<file path="src/rtl/game_pkg.sv">
// ---------------------------------------------------------------------------
// game_pkg : shared types, start speed and 16x16 splash frames
// Revision : 1.0
// ---------------------------------------------------------------------------
`default_nettype none

package game_pkg;

   typedef enum logic [1:0] {
      IDLE = 2'd0,
      RUN  = 2'd1,
      OVER = 2'd2
   } state_t;

   typedef logic [15:0][15:0] frame_t;

   localparam logic [2:0] START_SPEED = 3'd0;

   // Row 15 is the leftmost element of each concatenation, row 0 the rightmost
   localparam frame_t START_R = {16'hFFFF, {14{16'h8001}}, 16'hFFFF};
   localparam frame_t START_G = {{4{16'h0000}}, {8{16'h0FF0}}, {4{16'h0000}}};
   localparam frame_t END_R   = {8{16'hFF00, 16'h00FF}};
   localparam frame_t END_G   = {16{16'h1818}};

   function automatic logic [2:0] sat_inc3(input logic [2:0] v);
      return (v == 3'd7) ? v : v + 3'd1;
   endfunction

   function automatic logic [7:0] sat_inc8(input logic [7:0] v);
      return (v == 8'hFF) ? v : v + 8'd1;
   endfunction

endpackage

`default_nettype wire

</file>
<file path="src/rtl/game_controller_edge_detect.sv">
// ---------------------------------------------------------------------------
// edge_detect : rising-edge detector on an already-synchronised input
// Revision    : 1.0
// ---------------------------------------------------------------------------
`default_nettype none

module edge_detect (
   input  logic clk,
   input  logic rst,
   input  logic i_din,
   output logic o_rise
);

   logic r_prev;

   always_ff @(posedge clk) begin
      if (rst) r_prev <= 1'b0;
      else     r_prev <= i_din;
   end

   assign o_rise = i_din & ~r_prev;

endmodule

`default_nettype wire

</file>
<file path="src/rtl/game_controller.sv">
// ---------------------------------------------------------------------------
// game_controller : IDLE/RUN/OVER sequencer, speed/score keeping, frame mux
// Optional macro SCORE_DISPLAY_EN overlays the score on the end screen.
// Revision        : 1.0
// ---------------------------------------------------------------------------
`default_nettype none

module game_controller
   import game_pkg::*;
#(
   parameter int LEVEL_TICKS = 1000,
   parameter int SCORE_TICKS = 250,
   parameter int HOLD_TICKS  = 500
) (
   input  logic              CLK,
   input  logic              RST,
   input  logic              L,
   input  logic              R,
   input  logic              ENDen,
   input  logic [15:0][15:0] RPixRUN,
   input  logic [15:0][15:0] GPixRUN,
   output logic              RUNen,
   output logic [2:0]        scrollSpeed,
   output logic [15:0][15:0] RPixOut,
   output logic [15:0][15:0] GPixOut,
   output logic [7:0]        score
);

   localparam int LVL_W  = (LEVEL_TICKS > 1) ? $clog2(LEVEL_TICKS) : 1;
   localparam int SCR_W  = (SCORE_TICKS > 1) ? $clog2(SCORE_TICKS) : 1;
   localparam int HOLD_W = $clog2(HOLD_TICKS + 1);

   state_t             r_state,    w_state_nxt;
   logic [2:0]         r_speed,    w_speed_nxt;
   logic [7:0]         r_score,    w_score_nxt;
   logic [LVL_W-1:0]   r_lvl_cnt,  w_lvl_cnt_nxt;
   logic [SCR_W-1:0]   r_scr_cnt,  w_scr_cnt_nxt;
   logic [HOLD_W-1:0]  r_hold_cnt, w_hold_cnt_nxt;
   frame_t             r_frz_r,    w_frz_r_nxt;
   frame_t             r_frz_g,    w_frz_g_nxt;

   logic   w_rise_l;
   logic   w_rise_r;
   logic   w_hold_done;
   frame_t w_end_g;

   edge_detect u_edge_l (
      .clk    (CLK),
      .rst    (RST),
      .i_din  (L),
      .o_rise (w_rise_l)
   );

   edge_detect u_edge_r (
      .clk    (CLK),
      .rst    (RST),
      .i_din  (R),
      .o_rise (w_rise_r)
   );

   // Counter sits at HOLD_TICKS once the frozen frame has had its full showing
   assign w_hold_done = (r_hold_cnt == HOLD_W'(HOLD_TICKS));

`ifdef SCORE_DISPLAY_EN
   assign w_end_g = {END_G[15:1], {8'h00, r_score}};
`else
   assign w_end_g = END_G;
`endif

   always_ff @(posedge CLK) begin
      if (RST) begin
         r_state    <= IDLE;
         r_speed    <= START_SPEED;
         r_score    <= 8'd0;
         r_lvl_cnt  <= '0;
         r_scr_cnt  <= '0;
         r_hold_cnt <= '0;
         r_frz_r    <= '0;
         r_frz_g    <= '0;
      end else begin
         r_state    <= w_state_nxt;
         r_speed    <= w_speed_nxt;
         r_score    <= w_score_nxt;
         r_lvl_cnt  <= w_lvl_cnt_nxt;
         r_scr_cnt  <= w_scr_cnt_nxt;
         r_hold_cnt <= w_hold_cnt_nxt;
         r_frz_r    <= w_frz_r_nxt;
         r_frz_g    <= w_frz_g_nxt;
      end
   end

   always_comb begin
      w_state_nxt    = r_state;
      w_speed_nxt    = r_speed;
      w_score_nxt    = r_score;
      w_lvl_cnt_nxt  = r_lvl_cnt;
      w_scr_cnt_nxt  = r_scr_cnt;
      w_hold_cnt_nxt = '0;
      w_frz_r_nxt    = r_frz_r;
      w_frz_g_nxt    = r_frz_g;

      case (r_state)
         IDLE: begin
            if (w_rise_l || w_rise_r) begin
               w_state_nxt   = RUN;
               w_score_nxt   = 8'd0;
               w_speed_nxt   = START_SPEED;
               w_lvl_cnt_nxt = '0;
               w_scr_cnt_nxt = '0;
            end
         end

         RUN: begin
            if (ENDen) begin
               // Collision wins: freeze this frame and drop any tick due now
               w_state_nxt = OVER;
               w_frz_r_nxt = RPixRUN;
               w_frz_g_nxt = GPixRUN;
            end else begin
               if (r_lvl_cnt == LVL_W'(LEVEL_TICKS - 1)) begin
                  w_lvl_cnt_nxt = '0;
                  w_speed_nxt   = sat_inc3(r_speed);
               end else begin
                  w_lvl_cnt_nxt = r_lvl_cnt + LVL_W'(1);
               end
               if (r_scr_cnt == SCR_W'(SCORE_TICKS - 1)) begin
                  w_scr_cnt_nxt = '0;
                  w_score_nxt   = sat_inc8(r_score);
               end else begin
                  w_scr_cnt_nxt = r_scr_cnt + SCR_W'(1);
               end
            end
         end

         OVER: begin
            if (!w_hold_done) begin
               w_hold_cnt_nxt = r_hold_cnt + HOLD_W'(1);
            end else begin
               w_hold_cnt_nxt = r_hold_cnt;
               if (L && R && (w_rise_l || w_rise_r)) w_state_nxt = IDLE;
            end
         end

         default: w_state_nxt = IDLE;
      endcase
   end

   always_comb begin
      RUNen       = (r_state == RUN);
      scrollSpeed = r_speed;
      score       = r_score;
      RPixOut     = START_R;
      GPixOut     = START_G;
      case (r_state)
         RUN: begin
            RPixOut = RPixRUN;
            GPixOut = GPixRUN;
         end
         OVER: begin
            if (w_hold_done) begin
               RPixOut = END_R;
               GPixOut = w_end_g;
            end else begin
               RPixOut = r_frz_r;
               GPixOut = r_frz_g;
            end
         end
         default: ;
      endcase
   end

endmodule

`default_nettype wire

</file>
<file path="config.mk">
export PLATFORM = sky130hd
export DESIGN_NAME = game_controller
export DESIGN_NICKNAME = d
export VERILOG_FILES = /design/src/rtl/game_pkg.sv /design/src/rtl/game_controller_edge_detect.sv /design/src/rtl/game_controller.sv
export SDC_FILE = /design/constraint.sdc
export NUM_CORES = 2
export LEC_CHECK = 0
export ABC_AREA = 1
export CELL_PAD_IN_SITES_DETAIL_PLACEMENT = 0
export CELL_PAD_IN_SITES_GLOBAL_PLACEMENT = 2
export CORE_AREA = 2 2 411 413
export DETAILED_ROUTE_END_ITERATION = 12
export DIE_AREA = 0 0 413 415
export GPL_TIMING_DRIVEN = 0
export PLACE_DENSITY_LB_ADDON = 0.1
export SYNTH_ARGS = -nofsm -noshare
export SYNTH_HDL_FRONTEND = slang
export SYNTH_SLANG_ARGS = --single-unit
</file>
<file path="constraint.sdc">
create_clock -name CLK -period 1.9 [get_ports CLK]
set_input_delay 0.38 -clock CLK [delete_from_list [all_inputs] [get_ports CLK]]
set_output_delay 0.38 -clock CLK [all_outputs]
set_load 0.05 [all_outputs]
</file>
==> results_dict.tcl <==
set metrics [dict create \
    worstMarginPinSlew_ns 1.06 \
    core_region_area_um2 167000 \
    setup_violations 1065 \
    p_leak_nw 18.7 \
    timing.fmax_mhz 316 \
    maxSlewViolCount 0 \
    async_flop_share 0 \
    critical_path_class "reg2out" \
    cpMaxStageDelayCell "o21ai_0" \
    postLayoutSetupSlackWorst_ns -1.26 \
    tns_ns -949.87 \
    std_cell_rows 150 \
    final.setup_skew_ns 0.0197 \
    synthFlopType "dfxtp_1" \
    cp.required_ns 1.52 \
    rsz0062_at_grt "yes" \
    drtIter0Drc 2105 \
    vias_per_cell 4.53 \
    synthTopCellsByArea "dfxtp_1, nor2_1, o21ai_0, a21oi_1, nand2_1" \
    die-area_um2 171000 \
    io_pins 1041 \
    clock_latency_ns 0.69 \
    avgSynthCellArea_um2 6.41 \
    routed_wl_um 229000 \
    dr.pass1.iters 5 \
    crit_buf_inv 6 \
    cts_tree "done" \
    wl_per_cell_um 28.9 \
    cp-start-kind "flip-flop" \
    cp_max_fo 10 \
    layout-drive-gt1-share 0.333 \
    htree_levels 3 \
    multi_input_area_um2 21200 \
    cts_max_path_buffers 3 \
    post-route-drc-count 0 \
    via_count 35700 \
    max_slew_margin 0.292 \
    path_clk_slew_ns 0.06 \
    start_util 0.167 \
    ys_seq_area_frac 0.399 \
    synth.top_cell.area_share 0.399 \
    netlist-cell-type-count 30 \
    grt_pass1_vias 35000 \
    fin_crit_ns 3.16 \
    synth-edff-count 0 \
    cap_violations 0 \
    crit_path_max_incr_delay_ns 0.37 \
    status "finished, violations left" \
    yosys_warnings 0 \
    ant_nets 0 \
    register_area_um2 11100 \
    power_w 0.0880 \
    grt_pass1_wl_um 301000 \
    finalNetCount 6140 \
    crit_family "buffers and inverters" \
    crit_top_cell "buf_16" \
    most-common-layout-cells "nor2_1, dfxtp_1, o21ai_0, clkdlybuf4s50_1, nand2_1" \
    antenna_found_initial 73 \
    synth_cells 4336 \
    fin_crit_sh 1.66 \
    hp-class "in2reg" \
    numCtsBuffers 83 \
    synthToLayoutAreaGrowth_pct 99.2 \
    post-synth-top-area-cell "dfxtp_1" \
    gp_congestion 0.811 \
    dieWidth_um 413 \
    die_h_um 415 \
    final_hold_viol_count 0 \
    syn_nets 4865 \
    syn_area_um2 27800 \
    violations "setup timing" \
    fillers 17900 \
    grt.total_usage 0.252 \
    numClockSinks 554 \
    hpwl_um 172000 \
    endpoint_kind "output pin" \
    final_common_cell "nor2_1" \
    grt_max_degree 12 \
    grt_overflow_total 0 \
    synth_seq_cells 554 \
    ir_drop_v 0.000648 \
    place.port_buffers 1039 \
    path_cells "inv_2 > ha_4 > nand2_4 > nor2_4 > nand2_8 > buf_16 > clkinv_16 > buf_16 > buf_12 > o21ai_0 > a21oi_4 > buf_4" \
    cp.arrival_ns 2.78 \
    cts-root-buf "clkbuf_16" \
    power.density_nw_per_um2 1590 \
]
-- metrics by stage --
stage / cell area [um^2] / setup WS (ns) / utilization / hold slack (ns) / cells
2_1_floorplan: 34400 / -0.513 / - / 0.437 / 4336
3_3_place_gp: 47600 / -2.71 / 0.285 / 0.457 / 7579
3_5_place_dp: 47600 / -2.33 / 0.285 / 0.464 / 7579
4_1_cts: 52400 / -1.45 / 0.314 / 0.252 / 7780
5_1_grt: 55400 / -1.37 / 0.332 / 0.297 / 7888
6_report: 55400 / -1.26 / 0.332 / 0.322 / 7895
-- where the power goes --
group	switching, W	internal, W	total [W]	leakage [nW]
registers	0.00173	0.0142	0.0159	4.53
clock network	0.00650	0.00910	0.0156	1.31
logic	0.0386	0.0179	0.0565	12.8
total	0.0468	0.0413	0.0880	18.7
-- sequential cells by signal, summed over array words and instances (netlist names) --
signal,flops
r_frz_g,256
r_frz_r,256
r_lvl_cnt,10
r_hold_cnt,9
r_scr_cnt,8
score,8
scrollSpeed,3
r_state,2
u_edge_l.r_prev,1
u_edge_r.r_prev,1
-- layout make-up --
| type | count | share of cell area |
|---|---|---|
| Multi-Input combinational cell | 3323 | 0.383 |
| Clock buffer | 124 | 0.0447 |
| Clock inverter | 21 | 0.00300 |
| Inverter | 58 | 0.00472 |
| Tap cell | 2204 | 0.0498 |
| Antenna cell | 20 | 0.000903 |
| Sequential cell | 554 | 0.200 |
| Buffer | 398 | 0.0765 |
| Timing Repair Buffer | 1192 | 0.236 |
| Timing Repair inverter | 1 | 0.000542 |
-- worst paths after layout --
path | start | endpoint | slack, ns | cells after the start
min reg2reg | r_lvl_cnt[7] | r_lvl_cnt[7] | 0.48 | 2
min | R | u_edge_r.r_prev | 0.32 | 3
max | r_hold_cnt[0] | GPixOut[3] | -1.26 | 12
max reg2reg | r_state[1] | r_frz_r[250] | -1.18 | 8
-- what timing repair did --
| item | 4_1_cts | 5_1_grt |
|---|---|---|
| hold buffers | 1 | 0 |
| pin swaps | 20 | 93 |
| resized for setup | 2246 | 1423 |
| setup buffers | 43 | 84 |
| setup endpoints to repair | 1070 | 1065 |
| hold endpoints to repair | 7 | 0 |
| cloned | 13 | 16 |
-- synthesized netlist by cell type, types with 3 or more instances --
cell type     n
nor2_1     1079
clkbuf_1    211
inv_2         3
nand2_2       3
o21ai_1      65
nand2_1     607
nand4_1      13
inv_1        53
ha_1         12
buf_4         4
nor3_1        5
o21ai_0     650
nor3b_1       3
nand3_1     339
a21oi_1     531
o21bai_1      4
buf_2       163
buf_6        11
buf_1        12
dfxtp_1     554
-- worst reg2reg max path: cells and delay by family (launching register included) --
kind | cells | cell delay (ns)
buf+inv | 4 | 1.76
compound gates | 1 | 0.21
fa+ha+maj | 1 | 0.17
simple gates | 2 | 0.52
flops | 1 | 0.36
-- cells by family after synthesis --
family	count (synthesis)	share of synthesized area
adders and majority gates	12	0.00540
buffers and inverters	459	0.0729
xor gates and xnor gates	3	0.000945
and+or+nand+nor	2055	0.296
AOI/OAI and AO/OA	1253	0.226
DFF	554	0.399
-- layer usage --
layer  part of all wire  track usage
met1               0.41        0.305
met2               0.50        0.446
met3              0.064       0.0618
met4              0.023       0.0582
met5             0.0013            0
Power figures use the tool's default switching activity.
